File: src/rtl/rf_pkg.sv
// rtl/rf_pkg.sv - register-file geometry shared by the rf, decode and writeback logic
package rf_pkg;

  localparam int RF_AW = 5;
  localparam int RF_DW = 32;
  localparam logic [RF_AW-1:0] REG_ZERO = 5'd0;

  // Wide enough to name any of up to 8 writeback requesters
  localparam int GNT_W = 3;

endpackage

File: src/rtl/rr_arbiter.sv
// rtl/rr_arbiter.sv - round-robin one-hot arbiter; owns the rotating priority pointer
module rr_arbiter
  import rf_pkg::*;
#(
  parameter int N = 3
) (
  input  logic             clk,
  input  logic             rst,
  input  logic [N-1:0]     req,
  input  logic             advance,
  output logic [N-1:0]     gnt,
  output logic [GNT_W-1:0] gnt_idx
);

  logic [GNT_W-1:0] ptr_q;
  logic [GNT_W-1:0] ptr_d;
  logic             found;
  int               slot;

  // Walk the slots starting at the pointer; the first requesting slot wins
  always_comb begin
    gnt     = '0;
    gnt_idx = '0;
    found   = 1'b0;
    slot    = 0;
    for (int k = 0; k < N; k++) begin
      slot = int'(ptr_q) + k;
      if (slot >= N) slot = slot - N;
      for (int i = 0; i < N; i++) begin
        if (!found && (i == slot) && req[i]) begin
          found   = 1'b1;
          gnt[i]  = 1'b1;
          gnt_idx = GNT_W'(i);
        end
      end
    end
  end

  always_comb begin
    ptr_d = ptr_q;
    if (advance && found) begin
      ptr_d = (gnt_idx == GNT_W'(N - 1)) ? '0 : gnt_idx + 1'b1;
    end
  end

  always_ff @(posedge clk or negedge rst) begin
    if (!rst) ptr_q <= '0;
    else      ptr_q <= ptr_d;
  end

endmodule

File: src/rtl/rf_wb_arbiter.sv
// rtl/rf_wb_arbiter.sv - shares the rf write port among NREQ writeback requesters
// Define RF_WB_PIPE_EN to register write/write_reg/write_data (latency 1).
module rf_wb_arbiter
  import rf_pkg::*;
#(
  parameter int NREQ = 3,
  parameter int AW   = RF_AW,
  parameter int DW   = RF_DW
) (
  input  logic               clk,
  input  logic               rst,
  input  logic [NREQ-1:0]    req_valid,
  output logic [NREQ-1:0]    req_ready,
  input  logic [NREQ*AW-1:0] req_reg,
  input  logic [NREQ*DW-1:0] req_data,
  output logic               write,
  output logic [AW-1:0]      write_reg,
  output logic [DW-1:0]      write_data,
  output logic [2:0]         grant_id,
  output logic [15:0]        drop_cnt
);

  logic [NREQ-1:0]  gnt;
  logic [GNT_W-1:0] gnt_idx;
  logic             accept;
  logic [AW-1:0]    win_reg;
  logic [DW-1:0]    win_data;
  logic             is_zero;
  logic             wr_c;
  logic [AW-1:0]    wr_reg_c;
  logic [DW-1:0]    wr_data_c;

  logic [2:0]       grant_id_q, grant_id_d;
  logic [15:0]      drop_cnt_q, drop_cnt_d;

  // Nothing is accepted while reset is held, so requesters see ready=0
  assign accept = rst & (|req_valid);

  rr_arbiter #(.N(NREQ)) u_rr (
    .clk     (clk),
    .rst     (rst),
    .req     (req_valid),
    .advance (accept),
    .gnt     (gnt),
    .gnt_idx (gnt_idx)
  );

  assign req_ready = accept ? gnt : '0;

  always_comb begin
    win_reg  = '0;
    win_data = '0;
    for (int i = 0; i < NREQ; i++) begin
      if (gnt[i]) begin
        win_reg  = req_reg[i*AW +: AW];
        win_data = req_data[i*DW +: DW];
      end
    end
  end

  // Register-0 writes complete the handshake but never reach the rf
  assign is_zero   = (win_reg == AW'(REG_ZERO));
  assign wr_c      = accept & ~is_zero;
  assign wr_reg_c  = wr_c ? win_reg : '0;
  assign wr_data_c = wr_c ? win_data : '0;

  always_comb begin
    grant_id_d = grant_id_q;
    drop_cnt_d = drop_cnt_q;
    if (accept) grant_id_d = 3'(gnt_idx);
    if (accept && is_zero && (drop_cnt_q != 16'hFFFF)) drop_cnt_d = drop_cnt_q + 16'd1;
  end

  always_ff @(posedge clk or negedge rst) begin
    if (!rst) begin
      grant_id_q <= '0;
      drop_cnt_q <= '0;
    end else begin
      grant_id_q <= grant_id_d;
      drop_cnt_q <= drop_cnt_d;
    end
  end

  assign grant_id = grant_id_q;
  assign drop_cnt = drop_cnt_q;

`ifdef RF_WB_PIPE_EN
  logic          write_q, write_d;
  logic [AW-1:0] write_reg_q, write_reg_d;
  logic [DW-1:0] write_data_q, write_data_d;

  always_comb begin
    write_d      = wr_c;
    write_reg_d  = wr_reg_c;
    write_data_d = wr_data_c;
  end

  // Async clear discards a pending write the moment reset falls
  always_ff @(posedge clk or negedge rst) begin
    if (!rst) begin
      write_q      <= 1'b0;
      write_reg_q  <= '0;
      write_data_q <= '0;
    end else begin
      write_q      <= write_d;
      write_reg_q  <= write_reg_d;
      write_data_q <= write_data_d;
    end
  end

  assign write      = write_q;
  assign write_reg  = write_reg_q;
  assign write_data = write_data_q;
`else
  assign write      = wr_c;
  assign write_reg  = wr_reg_c;
  assign write_data = wr_data_c;
`endif

endmodule

File: config.mk
export PLATFORM = sky130hd
export DESIGN_NAME = rf_wb_arbiter
export DESIGN_NICKNAME = d
export VERILOG_FILES = /design/src/rtl/rf_pkg.sv /design/src/rtl/rr_arbiter.sv /design/src/rtl/rf_wb_arbiter.sv
export SDC_FILE = /design/constraint.sdc
export NUM_CORES = 1
export LEC_CHECK = 0
export CAP_MARGIN = 30
export CORE_MARGIN = 2
export CORE_UTILIZATION = 36
export DETAILED_ROUTE_END_ITERATION = 8
export PLACE_DENSITY = 0.88
export SKIP_LAST_GASP = 1
export SLEW_MARGIN = 0
export SYNTH_ARGS = -nofsm -noshare
export SYNTH_HDL_FRONTEND = slang
export SYNTH_SLANG_ARGS = --single-unit
File: constraint.sdc
create_clock -name clk -period 7.6 [get_ports clk]
set_input_delay 1.52 -clock clk [delete_from_list [all_inputs] [get_ports clk]]
set_output_delay 1.52 -clock clk [all_outputs]
set_load 0.01 [all_outputs]
==> results of run 1 <==
cells in the final DEF (no fill, tap or decap), types with 4 or more instances in the layout:
cell type and count:
a21o_1 4, nor2b_1 5, inv_1 6, a222oi_1 37, clkdlybuf4s50_1 174, and3_1 7
nand3_1 10, nand2_1 10, xnor2_1 15, dfrtp_1 21, a21oi_1 4, buf_4 5
nand4_1 9, nor2_1 45, ha_1 8
state kept, by name (all words and copies together) (netlist names):
register	flops
grant_id	2
u_rr.ptr_q	3
drop_cnt	16
critical path, stage by stage:
cell             delay [ns]
clkdlybuf4s50_1        0.57
a21boi_0               0.39
o21a_2                 0.25
or4_1                  0.15
o221ai_2               0.13
a222oi_1               0.59
a31o_2                 0.69
nor2_1                 0.12
clkdlybuf4s50_1        0.54
stage by stage:
| step | std cells | setup slack (ns) | util |
|---|---|---|---|
| global route | 494 | 0.887 | 0.675 |
| finish | 494 | 1.09 | 0.675 |
| detailed placement | 490 | 1.13 | 0.667 |
| floorplan | 260 | 2.43 | - |
| CTS | 494 | 1.11 | 0.675 |
| global placement | 490 | 1.17 | 0.667 |
worst paths after layout:
| kind | to | slack [ns] |
|---|---|---|
| worst max-delay path | write_data[31] | 1.09 |
| worst min-delay path | grant_id[0] | 0.48 |
| worst max register to register | drop_cnt[1] | 3.49 |
| worst min register to register | grant_id[0] | 0.48 |
| max in group asynchronous | drop_cnt[12] | 5.77 |
| min in group asynchronous | drop_cnt[6] | 1.60 |
where the power goes:
part           internal [µW]  total [µW]  switching, µW
clock                   37.3        72.7           35.4
sequential               134         174           39.4
combinational            535        1090            553
total                    707        1330            627
routing by layer:
layer / track usage / share of wire
met5: 0 / 0
met4: 0.0559 / 0.013
met3: 0.0467 / 0.089
met2: 0.432 / 0.51
met1: 0.316 / 0.39
cell families after synthesis:
kind of cell,count (synthesis)
fa+ha+maj,8
flops,21
simple gates,106
mux,4
xor+xnor,17
other cells,1
compound gates,73
buf+inv,30
cell type report:
type,instances,area (µm²)
fill,469,1900
timing repair buffer,179,1780
multi-input combinational,209,1480
sequential,21,526
tap,75,93.8
clock buffer,4,45.0
inverter,6,22.5
==> metrics.md, run 1 <==
| Metric | Value |
|---|---|
| Worst path required time | `6.08 ns` |
| Fin. Hold Viols | `0` |
| Post-synthesis simple-gate area fraction | `0.249` |
| Period Utilization, post-route | `0.857` |
| Cell accounting for the most synthesized area | `dfrtp_1` |
| Chip Width | `81.2 µm` |
| Post-Synth Adder-Cell Area | `0.0467` |
| WL per Instance | `17.7 µm` |
| Vias | `about 2900` |
| R2R Path Start | `u_rr.ptr_q[0]` |
| Post-DP HPWL | `6.82 mm` |
| Row count | `28` |
| Post-CTS Resized | `0` |
| Largest net degree at the start of global routing | `38` |
| Hold path start | `grant_id[0]` |
| Post-synthesis sequential area ratio | `0.245` |
| Min Clock Period, post-route | `approximately 6.5 ns` |
| DRT Pass-1 Iters | `8` |
| Synth top area cells | `dfrtp_1 (25%), a222oi_1 (17%), nor2_1 (7.9%), xnor2_1 (6.1%), ha_1 (4.7%)` |
| Post-synthesis mux area share | `0.0210` |
| Endpoints failing setup | `0` |
| Critical path startpoint | `req_valid[0]` |
| Crit start category | `primary input` |
| Initial core utilization | `0.367` |
| Setup_tns | `0 ns` |
| Clock skew | `0.00124 ns` |
| Number of synthesized flops with an enable pin | `0` |
| Routability cong. | `around 0.85` |
| Max Freq | `154 MHz` |
| Number of CTS-inserted buffers | `3` |
| Clock Path Buffers | `2` |
| Syn. warnings | `0` |
| Hold WC Path Type | `reg -> reg` |
| Leak Pwr | `0.00152 µW` |
| Die area | `0.00659 mm²` |
| Clock-pin slew on the worst setup and hold paths | `0.07 ns` |
| Kind of end point of the critical path | `output pin` |
| Largest family of logic cells by synthesized area | `compound AO/OA/AOI/OAI gates` |
| Worst-Margin Slew | `0.695 ns` |
| Mapped Cells | `260` |
| Worst Path Max Fanout | `35` |
| Mapped Area | `approximately 0.0021 mm²` |
| Syn_nets | `384` |
| Drt total wl | `around 8.8 mm` |
| TritonCTS clock tree | `built` |
| Critical path type | `in -> out` |
| H-tree depth | `1` |
| Initial antenna violation count | `0` |
| Avg Cell Area, Syn | `between 8 and 9 µm²` |
| Total core area | `a little under 0.006 mm²` |
| Final Cell Area | `0.00395 mm²` |
| CP arrival | `4.99 ns` |
| # diodes | `0` |
| I/O Buffers | `174` |
| DP Area | `around 0.004 mm²` |
| Remaining antenna violation count | `0` |
| Clock Sink Count | `21` |
| Final Max Tran Viols | `0` |
| IO Count | `176` |
| Worst r2r path cells | `9` |
| Die H | `81.2 µm` |
| Layout cells sized above 1 | `0.0525` |
| Max cap viols | `0` |
| DRC | `0` |
| Setup repair after global routing missed its margin | `false` |
| Tot Pwr | `1330 µW` |
| Distinct cells, synth | `52` |
| Post-CTS setup repair buffer count | `0` |
| Synth top area share | `0.245` |
| Synth async-reset ratio | `1.00` |
| FF+latch count, synth | `21` |
| Compound-gate portion of the synthesized area | `0.302` |
| Routed vias/inst | `5.86` |
| Worst hold margin | `0.482 ns` |
| Total grt overflow | `0` |
| Root buf cell | `clkbuf_8` |
| Hold Crit Depth | `1` |
| Clk_lat worst skew | `0.26 ns` |
| First-pass GRT wire length | `13.1 mm` |
| Top cells by count, synth | `nor2_1 (45), a222oi_1 (37), dfrtp_1 (21)` |
| Vias in the first global route | `2764` |
| Normalized max-slew margin | `0.537` |
| Status | `complete, no violations` |
| Peak VDD IR | `0.000408 V` |
| Final nets | `544` |
| PwrDens | `338 mW/mm²` |
| Hold bufs inserted after CTS | `0` |
| Area growth, synth to finish | `84.1%` |
| GR Util All Layers | `0.248` |
| Main synth FF type | `dfrtp_1` |
| Dominant cell by count in the synthesized netlist | `nor2_1` |
| XOR/XNOR Fraction of Synth Area | `0.0694` |
| Iter 0 DRT Violations | `224` |
Power figures use the tool's default switching activity.
==> run 2: changes to the inputs <==
GPL_ROUTABILITY_DRIVEN = 0   (was not set)
GPL_TIMING_DRIVEN = 0   (was not set)
SLEW_MARGIN = not set   (was 0)
==> metrics.md, run 2 (synthesis gave the netlist of run 1 again) <==
| Metric | Value |
|---|---|
| GR Util All Layers | `0.251 (+0.00314)` |
| Endpoints failing setup | `0 (unchanged)` |
| Clock skew | `0.00147 ns (+0.000229 ns)` |
| Clock Path Buffers | `2 (unchanged)` |
| Routed vias/inst | `5.78 (-1.3%)` |
| Kind of end point of the critical path | `output pin` |
| # diodes | `0 (unchanged)` |
| Hold bufs inserted after CTS | `0 (unchanged)` |
| Root buf cell | `clkbuf_8` |
| Switch share | `0.467 (-0.00273)` |
| Hold WC Path Type | `reg -> reg` |
| NetSw | `646 µW (+3.0%)` |
| Crit. path cell count | `11 (+2)` |
| Post-DP HPWL | `7.19 mm (+5.5%)` |
| CP max-delay cell | `clkdlybuf4s50_1` |
| Comb pwr share | `0.829 (+0.014)` |
| Row count | `28 (unchanged)` |
| Status | `complete, no violations` |
| Worst path required time | `6.08 ns (about the same)` |
| Worst-Margin Slew | `0.548 ns (-0.147 ns)` |
| WL per Instance | `17.5 µm (-1.2%)` |
| Max Freq | `153 MHz (-0.31%)` |
| R2R Path Start | `u_rr.ptr_q[0]` |
| Initial antenna violation count | `0 (unchanged)` |
| Drt total wl | `8.99 mm (+2.8%)` |
| CP bufs+invs | `4 (+2)` |
| Remaining antenna violation count | `0 (unchanged)` |
| Placed insts | `509 (+3.9%)` |
| PwrDens | `341 mW/mm² (+0.96%)` |
| Layout Cells excl Fill | `514 (+4.0%)` |
| Internal power consumption | `736 µW (+4.1%)` |
| Worst hold margin | `0.481 ns (-0.00160 ns)` |
| Total grt overflow | `0 (unchanged)` |
| Worst Path Max Fanout | `10 (-71%)` |
| Critical Path Max Stage Delay | `0.55 ns (-0.14 ns)` |
| Sequential power share | `0.119 (-0.011)` |
| Clock Sink Count | `21 (unchanged)` |
| Area growth, synth to finish | `89.0%` |
| Period Utilization, post-route | `0.859 (+0.00263)` |
| Fill count | `464 (-1.1%)` |
| Vias in the first global route | `2699 (-2.4%)` |
| Die H | `81.2 µm (unchanged)` |
| Peak VDD IR | `0.000194 V (-52%)` |
| Worst r2r path cells | `15 (+6)` |
| Critical-path cell list | `clkdlybuf4s50_1, a21boi_0, o21a_2, or4_1, o221ai_2, mux2_1, a31o_2, buf_2, buf_2, nor2_1, clkdlybuf4s50_1` |
| Hold path start | `grant_id[0]` |
| Final Util | `0.693 (+0.0178)` |
| DRC | `0 (unchanged)` |
| Vias | `2971 (+2.7%)` |
| Iter 0 DRT Violations | `235 (+4.9%)` |
| Final nets | `564 (+3.7%)` |
| Post-CTS setup repair buffer count | `0 (unchanged)` |
| TritonCTS clock tree | `built` |
| DRT Pass-1 Iters | `6 (-2)` |
| Reg2Reg Setup Slack | `3.69 ns (+0.20 ns)` |
| Post-CTS Resized | `0 (unchanged)` |
| I/O Buffers | `174 (unchanged)` |
| Chip Width | `81.2 µm (unchanged)` |
| Fin. Hold Viols | `0 (unchanged)` |
| Clock-pin slew on the worst setup and hold paths | `0.07 ns (about the same)` |
| Clock network power share | `0.052 (-0.003)` |
| Normalized max-slew margin | `0.635 (+0.0977)` |
| Setup_tns | `0 ns (unchanged)` |
| Max FFs per register | `16 (unchanged)` |
| Critical path startpoint | `req_valid[0]` |
| Setup repair after global routing missed its margin | `false` |
| IO Count | `176 (unchanged)` |
| Total core area | `0.00585 mm² (unchanged)` |
| First-pass GRT wire length | `13.1 mm (+0.47%)` |
| Final Max Tran Viols | `0 (unchanged)` |
| Number of CTS-inserted buffers | `3 (unchanged)` |
| Clk_lat worst skew | `0.25 ns (about the same)` |
| Kind of cell adding the most delay to the critical path | `buffers and inverters` |
| Layout cells sized above 1 | `0.0615 (+0.00900)` |
| Most frequent cells in the layout | `clkdlybuf4s50_1 (174), nor2_1 (45), a222oi_1 (37), dfrtp_1 (21)` |
| Hold Crit Depth | `1 (unchanged)` |
| Die area | `0.00659 mm² (unchanged)` |
| Critical path type | `in -> out` |
| Min Clock Period, post-route | `6.53 ns (+0.0200 ns)` |
| Largest net degree at the start of global routing | `23 (-39%)` |
| Tot Pwr | `1380 µW (+3.6%)` |
| H-tree depth | `1 (unchanged)` |
| Max cap viols | `0 (unchanged)` |
| Leading cell type in the layout, fill and taps excluded | `clkdlybuf4s50_1` |
| CP arrival | `5.01 ns (+0.02 ns)` |
| Crit start category | `primary input` |
| Initial core utilization | `0.367 (unchanged)` |
| Leak Pwr | `0.00156 µW (+2.9%)` |
==> run 2: metrics by stage <==
| stage | worst slack, ns | area [µm²] |
|---|---|---|
| after floorplan | 2.43 | 2140 |
| after global placement | 1.12 | 3980 |
| after detailed placement | 1.09 | 3980 |
| after CTS | 1.07 | 4030 |
| after global routing | 0.864 | 4050 |
| final | 1.07 | 4050 |
==> run 2: layout make-up <==
cell class / instances / area, µm² / area share
Timing Repair Buffer: 175 / 1770 / 0.437
Multi-Input combinational cell: 209 / 1480 / 0.365
Sequential cell: 21 / 526 / 0.130
Buffer: 24 / 118 / 0.0290
Tap cell: 75 / 93.8 / 0.0232
Clock buffer: 4 / 45.0 / 0.0111
Inverter: 6 / 22.5 / 0.00556
==> run 2: worst paths after layout <==
check | to
min in group asynchronous | grant_id[0]
worst min-delay path | grant_id[0]
worst max register to register | drop_cnt[7]
max in group asynchronous | drop_cnt[8]
worst min register to register | grant_id[0]
worst max-delay path | write_data[15]
==> run 2: per-layer routing <==
| layer | up-vias | part of all wire | GRT usage |
|---|---|---|---|
| li1 | 1393 | - | - |
| met1 | 1427 | 0.41 | 0.334 |
| met2 | 139 | 0.50 | 0.432 |
| met3 | 12 | 0.081 | 0.0433 |
| met4 | 0 | 0.012 | 0.0390 |
| met5 | - | 0 | 0 |
==> run 2: power by group through the flow <==
stage / registers [µW] / clock network (µW) / logic [µW]
after detailed placement: 166 / 0 / 1140
after global routing: 170 / 76.5 / 1250
final: 165 / 71.6 / 1150
after global placement: 164 / 0 / 1110
after floorplan: 168 / 0 / 672
after CTS: 164 / 72.7 / 1140
==> run 2: worst register-to-register path: cells and delay by family (launching register included) <==
| family | cells | cell delay (ns) |
|---|---|---|
| buffers and inverters | 5 | 0.98 |
| AND/OR/NAND/NOR | 2 | 0.38 |
| AO/OA/AOI/OAI | 6 | 1.55 |
| XOR/XNOR | 1 | 0.21 |
| flip-flops | 1 | 0.39 |
| adder cells (fa/ha/maj) | 1 | 0.31 |
==> variant 1 (settings of run 1) <==
Add a define of `RF_WB_PIPE_EN`.
--- a/src/rtl/rf_wb_arbiter.sv
+++ b/src/rtl/rf_wb_arbiter.sv
@@ -1,5 +1,7 @@
 // rtl/rf_wb_arbiter.sv - shares the rf write port among NREQ writeback requesters
 // Define RF_WB_PIPE_EN to register write/write_reg/write_data (latency 1).
+`define RF_WB_PIPE_EN
+
 module rf_wb_arbiter
   import rf_pkg::*;
 #(
Behaviour: not the same (a bounded check fails within 4 cycles, from zero or initial values and one cycle with rst low).
==> variant 1 against run 1 <==
  * Die area increased by 41%
  * Final cell count rose by 17%
  * Sequential cell count increased by 38
  * Area after synthesis up 43%
  * Total power up 41%
  * First-iteration DRC count increased by 38%
  * Wire length is 13% higher
  * Non-clock buffer count stayed put
  * Cell area rose by 29%
  * Setup slack better by 770 ps
  * Critical path depth down 3
  * Register-to-register slack got worse by 240 ps
  * Largest power group unchanged
==> variant 1: results (changes against run 1) <==
global_route:
  grtUsageMet3_pct: 5.59  # +0.92 points
  grt_start_max_net_pins: 61  # +61%
  grt_util_all_layers_pct: 21.0  # -3.8 points
  antenna_found_initial: 0  # unchanged
  grt-ovfl-total: 0  # unchanged
  grt_use_met1_pct: 25.0  # -6.6 points
  first_global_vias: 3011  # +8.9%
  grt_pass1_wl_microns: 14700  # +13%
  use_met2_pct: 35.8  # -7.4 points
worst_setup_path:
  path_max_fanout: 42  # +20%
  critPathArrivalTime_ps: 4220  # -770 ps
  max_stage_delay_ps: 750  # +60 ps
  rr_worst_depth: 13  # +4
  crit_slowest_cell: "a31o_2"
run_status:
  status: "finished, final reports clean"
detailed_routing:
  drt_iter0_drc: 310  # +38%
  finalWirelength_microns: 9890  # +13%
  post_drt_via_cell_ratio: 5.50  # -6.1%
  dr.pass1.iters: 8  # unchanged
worst_hold_path:
  hold_path_depth: 1  # unchanged
  hold_path.class: "flip-flop to flip-flop"
clocking:
  numCtsBuffers: 9  # +6
  htreeDepth: 3  # +2
  cts_buffer_depth: 2  # unchanged
  root_buffer: "clkbuf_8"
  hold_buffers: 0  # unchanged
  cts_resized: 0  # unchanged
  clk_pin_slew_ps: 70  # about the same
  clock_latency_ps: 340  # +80 ps
  cts_setup_buffers: 0  # unchanged
cells_and_area:
  diodes: 0  # unchanged
  nets: 592  # +8.8%
  fill_cells: 686  # +46%
  largest_reg_flops: 32  # +16
  drive_above_1_share_pct: 7.82  # +2.6 points
pwr:
  p_sw_mw: 0.766  # +22%
  leakage_nw: 2.12  # +40%
  ir_drop_uv: 206  # -50%
placed_design:
  port-buffer-count: 174  # unchanged
  dp_hpwl_microns: 7530  # +10%
  gp_congestion: 1.02  # +20%
synthesis:
  postSynthCellCount: 300  # +15%
  synth_common_cells: "59 x dfrtp_1, 48 x nor2_1, 36 x a222oi_1"
  syn_nets: 424  # +10%
  ys.flop_type: "dfrtp_1"
  synth_cell_types: 50  # -3.8%
  yosys_warnings: 0  # unchanged
  async_reset_ff_share_pct: 100  # unchanged
  synth_area_leaders: "dfrtp_1 48%, a222oi_1 12%, nor2_1 5.9%"
  synth_sequential_area_ratio_pct: 48.0  # +23 points
timing:
  skew_ps: 9.50  # +8.26 ps
  post-route-period-util_pct: 75.5  # -10 points
  tightest_slew_ps: 884  # +189 ps
-- variant 1: area by class of cell --
class / count / share of cell area (%)
clock buffers: 9 / 2.44
well taps: 105 / 2.58
repair buffers: 179 / 35.3
multi-input cells: 213 / 29.3
inverters: 6 / 0.443
flip-flops and latches: 59 / 29.0
clock inverters: 7 / 0.862
-- variant 1: per-stage QoR --
stage               setup slack (ps)  cells  total power, mW  area [sq um]  hold WS [ps]
floorplan                       2910    300             1.15          3080           515
global placement                1960    561             1.58          4890           460
detailed placement              1900    562             1.63          4910           469
CTS                             1880    578             1.89          5080           485
global route                    1730    578             2.01          5080           497
finish                          1860    578             1.88          5080           481
-- variant 1: final timing paths --
kind                            slack [ps]           from            end
worst min register to register         480    grant_id[0]    grant_id[0]
worst max-delay path                  1860   req_valid[2]   req_ready[2]
max in group asynchronous             5750            rst  u_rr.ptr_q[1]
worst max register to register        3250  u_rr.ptr_q[1]    drop_cnt[1]
worst min-delay path                   480    grant_id[0]    grant_id[0]
min in group asynchronous             1320            rst    drop_cnt[3]
-- variant 1: cells by family (layout without fill, tap and decap cells) --
group                      count (synthesis)  after routing  share of synthesized area [%]
AOI/OAI and AO/OA                         70             70                           20.4
buffers and inverters                     28            201                           3.99
xor gates and xnor gates                  16             16                           4.55
and+or+nand+nor                          113            113                           17.9
other                                      1              1                          0.122
muxes                                      5              5                           1.79
DFF                                       59             59                           48.0
adders and majority gates                  8              8                           3.25
-- variant 1: layer usage --
layer  wire length [microns]  vias to the layer above  share of wire [%]
met1                    3700                     1516                 37
met5                       0                        -                  0
li1                        -                     1472                  -
met4                     255                        0                2.6
met2                    5060                      171                 51
met3                     874                       20                8.8
-- variant 1: power groups by stage --
| stage | clock network, mW | registers [mW] | logic [mW] |
|---|---|---|---|
| after floorplan | 0 | 0.547 | 0.607 |
| after global placement | 0 | 0.496 | 1.09 |
| after detailed placement | 0 | 0.503 | 1.13 |
| after CTS | 0.256 | 0.496 | 1.14 |
| after global routing | 0.271 | 0.510 | 1.22 |
| final | 0.249 | 0.495 | 1.13 |
-- variant 1: worst max-delay path: cells and delay by family --
kind | cells | cell delay [ps]
compound gates | 2 | 920
simple gates | 2 | 640
buf+inv | 2 | 1130
==> variant 2 (settings of run 1) <==
Made on the original files. Register the output `drop_cnt` once more; this adds one clock of latency there. The other outputs are not delayed to match.
--- a/src/rtl/rf_wb_arbiter.sv
+++ b/src/rtl/rf_wb_arbiter.sv
@@ -82,7 +82,9 @@
   end
 
   assign grant_id = grant_id_q;
-  assign drop_cnt = drop_cnt_q;
+  always_ff @(posedge clk) begin
+    drop_cnt <= drop_cnt_q;
+  end
 
 `ifdef RF_WB_PIPE_EN
   logic          write_q, write_d;
Behaviour: not the same (a bounded check fails within 4 cycles, from zero or initial values and one cycle with rst low).
==> variant 2 against run 1 <==
  * Via count increased by 4.2%
  * First-iteration DRC count increased by 52%
  * Combinational power increased by 19%
  * Setup slack got worse by 260 ps
  * Cell area increased by 13%
  * Sequential share of layout area increased by 5.7 points
  * Total power increased by 34%
  * Sequential cell count increased by 16
  * Wire length increased by 11%
  * Area after synthesis increased by 17%
==> variant 2: results (changes against run 1) <==
synthesis:
  synth_cell_types: 59  # +13%
  synthMuxAreaShare_pct: 2.14  # +0.042 points
  synth_compound_area_share_pct: 26.4  # -3.8 points
  yosys.area_share.xor_xnor_pct: 5.58  # -1.4 points
  syn_nets: 406  # +5.7%
  async_reset_ff_share_pct: 56.8  # -43 points
  synthAdderAreaFrac_pct: 3.99  # -0.68 points
  synth_common_cells: "41 x nor2_1, 35 x a222oi_1, 21 x dfrtp_1"
  ys.flop_type: "dfrtp_1"
  synth_area_leaders: "dfrtp_1 21%, a222oi_1 14%, dfxtp_1 13%"
  synth_sequential_area_ratio_pct: 33.7  # +9.2 points
  yosys_warnings: 0  # unchanged
clocking:
  cts_setup_buffers: 0  # unchanged
  clk_pin_slew_ps: 80
  cts_buffer_depth: 2  # unchanged
  cts_resized: 0  # unchanged
  numCtsBuffers: 5  # +2
  htreeDepth: 2  # +1
  clock_latency_ps: 300  # +40 ps
  root_buffer: "clkbuf_8"
worst_setup_path:
  crit_slowest_cell: "o21ai_2"
  max_stage_delay_ps: 590  # -100 ps
  path_max_fanout: 30  # -14%
cells_and_area:
  top_regs: "drop_cnt x16, drop_cnt_q x16, u_rr.ptr_q x3"
  drive_above_1_share_pct: 7.14  # +1.9 points
  nets: 571  # +5.0%
  diodes: 0  # unchanged
  fill_cells: 559  # +19%
pwr:
  leakage_nw: 1.79  # +18%
  ir_drop_uv: 338  # -17%
global_route:
  grt-ovfl-total: 0  # unchanged
  grt_util_all_layers_pct: 24.8  # about the same
  first_global_vias: 3043  # +10%
  grt_start_max_net_pins: 31  # -18%
  grt_pass1_wl_microns: 14800  # +13%
  antenna_found_initial: 0  # unchanged
timing:
  skew_ps: 6.46  # +5.22 ps
  tightest_slew_ps: 980  # +286 ps
  slew_violations: 0  # unchanged
placed_design:
  gp_congestion: 0.937  # +11%
  dp_hpwl_microns: 7800  # +14%
  post-place-ws_ps: 837  # -297 ps
  place_area_sq_um: 4310  # +10%
  port-buffer-count: 174  # unchanged
detailed_routing:
  num_vias: 3016  # +4.2%
  detail_route.wl_per_cell_microns: 18.4  # +4.1%
  dr.pass1.iters: 7  # -1
  drt_iter0_drc: 341  # +52%
run_status:
  status: "finished, final reports clean"
run:
  max-cap-violations: 0  # unchanged
worst_hold_path:
  hold_path.class: "flip-flop to flip-flop"
## variant 2: changes by cell type in the layout (fill, tap and decap cells not counted), sizes merged, moves of 3 or more
cell,run 1,this run
and3,7,4
dfxtp,0,16
inv,6,12
nand2,10,15
nand4,10,4
nor2,45,41
nor3,0,10
nor4,1,6
xnor2,15,4
xor2,2,12
## variant 2: worst paths after layout
| kind | startpoint | endpoint | slack (ps) | depth (start not counted) |
|---|---|---|---|---|
| max reg2reg | u_rr.ptr_q[1] | drop_cnt_q[12] | 3350 | 14 |
| min reg2reg | drop_cnt_q[10] | drop_cnt[10] | 390 | 0 |
| max in group asynchronous | rst | drop_cnt_q[5] | 5790 | 2 |
| min in group asynchronous | rst | drop_cnt_q[15] | 1580 | 2 |
| min | drop_cnt_q[10] | drop_cnt[10] | 390 | 0 |
| max | req_valid[0] | write_data[0] | 830 | 13 |
## variant 2: critical path, delay by kind of cell
kind,cells,cell delay (ps)
AOI/OAI and AO/OA,4,1180
buffers and inverters,4,1630
muxes,1,320
and+or+nand+nor,4,590
## variant 2: cell type report
| cell class | instances | area, sq um | share of cell area [%] |
|---|---|---|---|
| clock buffer | 5 | 68.8 | 1.55 |
| inverter | 11 | 41.3 | 0.928 |
| clock inverter | 3 | 68.8 | 1.55 |
| timing repair buffer | 181 | 1790 | 40.3 |
| multi-input combinational | 211 | 1530 | 34.4 |
| tap | 80 | 100 | 2.25 |
| sequential | 37 | 846 | 19.0 |
## variant 2: cells by family (layout without fill, tap and decap cells)
| group | after synthesis | count (layout) |
|---|---|---|
| and+or+nand+nor | 108 | 108 |
| AOI/OAI and AO/OA | 73 | 73 |
| DFF | 37 | 37 |
| buffers and inverters | 34 | 200 |
| xor gates and xnor gates | 16 | 16 |
| adders and majority gates | 8 | 8 |
| muxes | 5 | 5 |
| other | 1 | 1 |
## variant 2: layer usage
metal | GRT usage (%) | vias up | routed length (microns)
met1 | 25.4 | 1430 | 3410
met3 | 6.64 | 30 | 625
li1 | - | 1410 | -
met5 | 0 | - | 0
met4 | 10.9 | 0 | 396
met2 | 46.8 | 146 | 5300
## variant 2: stage by stage
stage | utilization [%] | power [mW] | instances | hold WS, ps
2_1_floorplan | - | 1.06 | 282 | 347
3_3_place_gp | 63.8 | 1.55 | 520 | 354
3_5_place_dp | 63.8 | 1.58 | 520 | 374
4_1_cts | 65.8 | 1.79 | 528 | 393
5_1_grt | 65.8 | 1.91 | 528 | 405
6_report | 65.8 | 1.79 | 528 | 388
## variant 2: power by group
part | switching, mW | total [mW] | leakage [nW] | internal, mW
registers | 0.0452 | 0.280 | 0.404 | 0.235
clock network | 0.0771 | 0.209 | 0.0687 | 0.132
logic | 0.681 | 1.30 | 1.32 | 0.618
